[config.mk]
export PLATFORM = sky130hd
export DESIGN_NAME = uart_receiver_fsm
export DESIGN_NICKNAME = d
export VERILOG_FILES = /design/src/rtl/uart_receiver_fsm.sv
export SDC_FILE = /design/constraint.sdc
export NUM_CORES = 1
export LEC_CHECK = 0
export CAP_MARGIN = 20
export CORE_MARGIN = 2
export CORE_UTILIZATION = 50
export DETAILED_ROUTE_END_ITERATION = 8
export GPL_ROUTABILITY_DRIVEN = 1
export PLACE_DENSITY = 0.72
export SYNTH_ARGS = -nofsm -noshare
export SYNTH_HDL_FRONTEND = slang
export SYNTH_SLANG_ARGS = --single-unit
[constraint.sdc]
create_clock -name sys_clk -period 2.6 [get_ports sys_clk]
set_input_delay 0.52 -clock sys_clk [delete_from_list [all_inputs] [get_ports sys_clk]]
set_output_delay 0.52 -clock sys_clk [all_outputs]
set_load 0.01 [all_outputs]
[src/rtl/uart_receiver_fsm.sv]
// rtl/uart_receiver_fsm.sv - 16x-oversampled UART receive FSM with start-bit validation and stop/frame checking
// Even-parity checking between DATA and STOP is enabled by defining UART_RX_PARITY_EN.
module uart_receiver_fsm #(
  parameter int CLK_FREQ   = 50_000_000,
  parameter int BAUD       = 115200,
  parameter int DATA_BITS  = 8,
  parameter int OVERSAMPLE = 16
) (
  input  logic                 sys_clk,
  input  logic                 rst,
  input  logic                 rx,
  output logic [DATA_BITS-1:0] data_out,
  output logic                 data_valid,
  output logic                 frame_err,
  output logic                 busy,
  output logic                 parity_err
);

  // tick_cnt compares (7 and 15) assume OVERSAMPLE is 16
  localparam int          DIV_RAW  = CLK_FREQ / (BAUD * OVERSAMPLE);
  localparam int          DIV      = (DIV_RAW < 1) ? 1 : DIV_RAW;
  localparam logic [31:0] DIV_LAST = 32'(DIV - 1);
  localparam logic [2:0]  LAST_BIT = 3'(DATA_BITS - 1);

  typedef enum logic [2:0] {
    S_IDLE,
    S_START,
    S_DATA,
    S_PARITY,
    S_STOP
  } state_t;

  state_t               state, state_d;
  logic                 rx_m, rx_s;
  logic [31:0]          div_cnt;
  logic                 tick;
  logic [3:0]           tick_cnt, tick_cnt_d;
  logic [2:0]           bit_cnt, bit_cnt_d;
  logic [DATA_BITS-1:0] shreg, shreg_d;
  logic [DATA_BITS-1:0] data_d;
  logic                 valid_d, ferr_d;
  logic                 armed, armed_d;
`ifdef UART_RX_PARITY_EN
  logic                 par_bit, par_bit_d;
  logic                 perr_d;
`endif

  assign tick = (div_cnt == DIV_LAST);
  assign busy = (state != S_IDLE);

  always_comb begin
    state_d    = state;
    tick_cnt_d = tick_cnt;
    bit_cnt_d  = bit_cnt;
    shreg_d    = shreg;
    data_d     = data_out;
    valid_d    = 1'b0;
    ferr_d     = 1'b0;
    armed_d    = armed;
`ifdef UART_RX_PARITY_EN
    par_bit_d  = par_bit;
    perr_d     = 1'b0;
`endif
    case (state)
      S_IDLE: begin
        // a line stuck low after a framing error must go high before re-arming
        if (rx_s) armed_d = 1'b1;
        if (tick && armed && !rx_s) begin
          state_d    = S_START;
          tick_cnt_d = 4'd0;
        end
      end
      S_START: begin
        if (tick) begin
          if (tick_cnt == 4'd7) begin
            tick_cnt_d = 4'd0;
            bit_cnt_d  = 3'd0;
            state_d    = rx_s ? S_IDLE : S_DATA;
          end else begin
            tick_cnt_d = tick_cnt + 4'd1;
          end
        end
      end
      S_DATA: begin
        if (tick) begin
          tick_cnt_d = tick_cnt + 4'd1;
          if (tick_cnt == 4'd15) begin
            shreg_d   = {rx_s, shreg[DATA_BITS-1:1]};
            bit_cnt_d = bit_cnt + 3'd1;
            if (bit_cnt == LAST_BIT) begin
              tick_cnt_d = 4'd0;
`ifdef UART_RX_PARITY_EN
              state_d    = S_PARITY;
`else
              state_d    = S_STOP;
`endif
            end
          end
        end
      end
`ifdef UART_RX_PARITY_EN
      S_PARITY: begin
        if (tick) begin
          tick_cnt_d = tick_cnt + 4'd1;
          if (tick_cnt == 4'd15) begin
            par_bit_d  = rx_s;
            tick_cnt_d = 4'd0;
            state_d    = S_STOP;
          end
        end
      end
`endif
      S_STOP: begin
        if (tick) begin
          tick_cnt_d = tick_cnt + 4'd1;
          if (tick_cnt == 4'd15) begin
            tick_cnt_d = 4'd0;
            state_d    = S_IDLE;
            armed_d    = rx_s;
            if (rx_s) begin
              valid_d = 1'b1;
              data_d  = shreg;
            end else begin
              ferr_d  = 1'b1;
            end
`ifdef UART_RX_PARITY_EN
            perr_d = ^{shreg, par_bit};
`endif
          end
        end
      end
      default: begin
        state_d    = S_IDLE;
        tick_cnt_d = 4'd0;
      end
    endcase
  end

  always_ff @(posedge sys_clk) begin
    if (rst) begin
      rx_m       <= 1'b1;
      rx_s       <= 1'b1;
      div_cnt    <= '0;
      state      <= S_IDLE;
      tick_cnt   <= '0;
      bit_cnt    <= '0;
      shreg      <= '0;
      data_out   <= '0;
      data_valid <= 1'b0;
      frame_err  <= 1'b0;
      armed      <= 1'b0;
    end else begin
      rx_m       <= rx;
      rx_s       <= rx_m;
      div_cnt    <= tick ? '0 : div_cnt + 32'd1;
      state      <= state_d;
      tick_cnt   <= tick_cnt_d;
      bit_cnt    <= bit_cnt_d;
      shreg      <= shreg_d;
      data_out   <= data_d;
      data_valid <= valid_d;
      frame_err  <= ferr_d;
      armed      <= armed_d;
    end
  end

`ifdef UART_RX_PARITY_EN
  always_ff @(posedge sys_clk) begin
    if (rst) begin
      par_bit    <= 1'b0;
      parity_err <= 1'b0;
    end else begin
      par_bit    <= par_bit_d;
      parity_err <= perr_d;
    end
  end
`else
  assign parity_err = 1'b0;
`endif

endmodule

==> flow_summary.toml <==
[status]
outcome = "complete, no violations"

[clocking]
cts-buffers-inserted = 9
clkSinkCount = 63
ctsResizeCount = 0
postCtsHoldBufs = 0
clk_pin_slew_ns = 0.08
tritoncts = "yes"
clock_latency_ns = 0.35
cts-htree-levels = 3
clk_root_buffer_cell = "clkbuf_8"
cts-root-to-sink-buffers = 2
post_cts_buffers = 0

[critical_path]
worstSetupEndpointType = "output port"
worst-path-max-fanout = 9
worstSetupStartpointType = "register"
critical_path_arrival_ns = 1.81
criticalPathCategory = "reg -> out"
cp.required_ns = 2.08

[synth]
netlist_instances = 316
synthArstFlopShare_pct = 0
main_combinational_cell_family_by_area_after_synthesis = "simple AND/OR/NAND/NOR gates"
seq_area_frac_synth_pct = 42.4
synth_edf_count = 0
synth_area_leaders = "dfxtp_1 (42%), nor2_1 (7.2%), xor2_1 (7.1%)"
ys.warnings.count = 0
synth.mux.area_fraction_pct = 6.06
postSynthRegisterBits = 63
syn-cell-area_mm2 = 0.00297
synthesis.area_per_instance_um2 = 9.40
synth.net_count = 324
synth_top_cell_area_share_pct = 42.4
synthAdderAreaFrac_pct = 2.44
most_used_standard_cells_in_the_synthesized_netlist = "dfxtp_1 (63), nor2_1 (57), xor2_1 (24)"
synth_xor_xnor_area_share_pct = 8.84
synth_area_in_compound_gates_pct = 6.32
synthFlopType = "dfxtp_1"
simple_gate_area_share_of_the_yosys_netlist_pct = 30.2
distinct_cells_synth = 54
synth_top_cell_by_area = "dfxtp_1"
synth.most_common_cell = "dfxtp_1"

[place]
port_buffers = 13
hpwl_mm = 3.74
gp_routability_congestion = 0.819

[power]
leak_nw = 1.23
post-layout-total-power_mw = 1.96
ir_drop_mv = 0.348
pwr_density_cell_mw_per_mm2 = 578

[detailed_routing]
wl_per_cell_um = 13.7
drt_drc_violations_left = 0
antenna_left = 0
detailroute.via_count = 2230
first_iter_violations = 190
drt_wl_total_mm = 5.65
detailedRoute.firstPassIterationCount = 4
vias_per_cell = 5.40

[finish]
regArea_mm2 = 0.00126
multiInputGateArea_mm2 = 0.00162
area.growth.synth_to_final_pct = 14.3
number_of_nets_in_the_finished_design = 341
number_of_antenna_repair_diodes = 0
final_layout_size_suffix_gt1_share_pct = 13.3
layout.filler_cells = 531

[grt]
grt_max_degree = 33
global_route.usage.total_pct = 19.7
grt_first_pass_wirelength_mm = 9.86
grt_pass1_vias = 2107
grt_antenna_before_repair = 0
grt-ovfl-total = 0

[floorplan]
floorplan.rows = 28
initial_utilization_pct = 51.1
chipWidth_um = 81.1
chipHeight_um = 81.1
core-area_mm2 = 0.00582
floorplan.die_area_mm2 = 0.00658
ioPinCount = 15

[timing]
tightestPinTransition_ns = 0.625
layout_skew_ns = 0.00948
grt_setup_unrepaired = "no"
max_freq_ghz = 0.429
timing.slew.headroom_pct = 58.2
setup-violations-final = 0
hold_viol_final = 0
post_route_setup_tns_ns = 0
final_period_minus_worst_setup_slack_ns = 2.33
drv_slew = 0
layout_worst_path_cycle_share_pct = 89.7

[hold_path]
timing.hold.worst.class = "reg -> reg"

[flow_run]
drv_cap = 0
## final timing paths
| check | start | end | slack [ns] | cells after the start |
|---|---|---|---|---|
| setup / recovery | state[2] | busy | 0.27 | 3 |
| hold / removal | rx_m | rx_s | 0.42 | 1 |
| setup reg to reg | div_cnt[0] | state[2] | 0.50 | 7 |
| hold reg to reg | rx_m | rx_s | 0.42 | 1 |
## cells in the final DEF (no fill, tap or decap), types with 2 or more instances in the layout
cell,instances
nor4_4,4
and3_1,10
clkdlybuf4s50_1,13
nor2_1,57
and2_1,3
and4_1,6
nor3_1,5
a21oi_1,7
nand3_1,20
nand4_1,7
clkinvlp_4,2
xor2_1,24
inv_1,6
clkinv_4,2
clkbuf_8,9
xnor2_1,6
nand2_1,11
buf_4,7
o21ai_0,5
dfxtp_1,63
mux2i_1,18
nand4_4,2
a31o_2,2
nand2b_1,5
or2_2,3
o211ai_1,3
nor4_2,3
bufinv_16,2
or3_1,2
ha_1,5
## registers in the layout (all words and copies together), names as in the netlist
name,flops
rx_s,1
data_out,8
bit_cnt,3
data_valid,1
frame_err,1
state,3
shreg,8
tick_cnt,4
rx_m,1
div_cnt,32
armed,1
## cell families (layout without fill, tap and decap cells)
group,count (synthesis),count (layout)
compound gates,28,28
xor+xnor,30,30
other cells,1,1
buf+inv,20,42
simple gates,150,150
mux,18,18
flops,63,63
fa+ha+maj,6,6
## layout make-up
cell class              count  share of cell area, %
clock inverters             7                   2.87
flip-flops and latches     63                   37.1
repair buffers             20                   5.38
well taps                  75                   2.76
clock buffers               9                   3.65
inverters                   6                  0.663
multi-input cells         233                   47.6
## worst max-delay path: stages (launching register included)
cell,delay [ns]
dfxtp_1,0.40
nor3_1,0.49
inv_1,0.08
clkdlybuf4s50_1,0.49
## per-stage QoR
stage | std cells | worst slack [ns] | hold WS [ns] | util, % | area, um2
3_5_place_dp | 397 | 0.517 | 0.398 | 54.6 | 3180
5_1_grt | 413 | 0.167 | 0.433 | 58.4 | 3400
6_report | 413 | 0.268 | 0.420 | 58.4 | 3400
2_1_floorplan | 316 | 0.705 | 0.389 | - | 2970
3_3_place_gp | 397 | 0.555 | 0.402 | 54.6 | 3180
4_1_cts | 413 | 0.307 | 0.419 | 58.4 | 3400
## report_power, final
group / switching, mW / internal [mW] / total, mW
combinational: 0.0298 / 0.0161 / 0.0459
clock: 0.400 / 0.540 / 0.940
sequential: 0.00598 / 0.971 / 0.977
## layer usage
| layer | GRT usage (%) | share of wire (%) |
|---|---|---|
| met5 | 0 | 0 |
| met4 | 10.8 | 2.1 |
| met3 | 5.11 | 3.4 |
| met2 | 29.4 | 46 |
| met1 | 25.8 | 49 |
(Power assumes the default switching activity.)
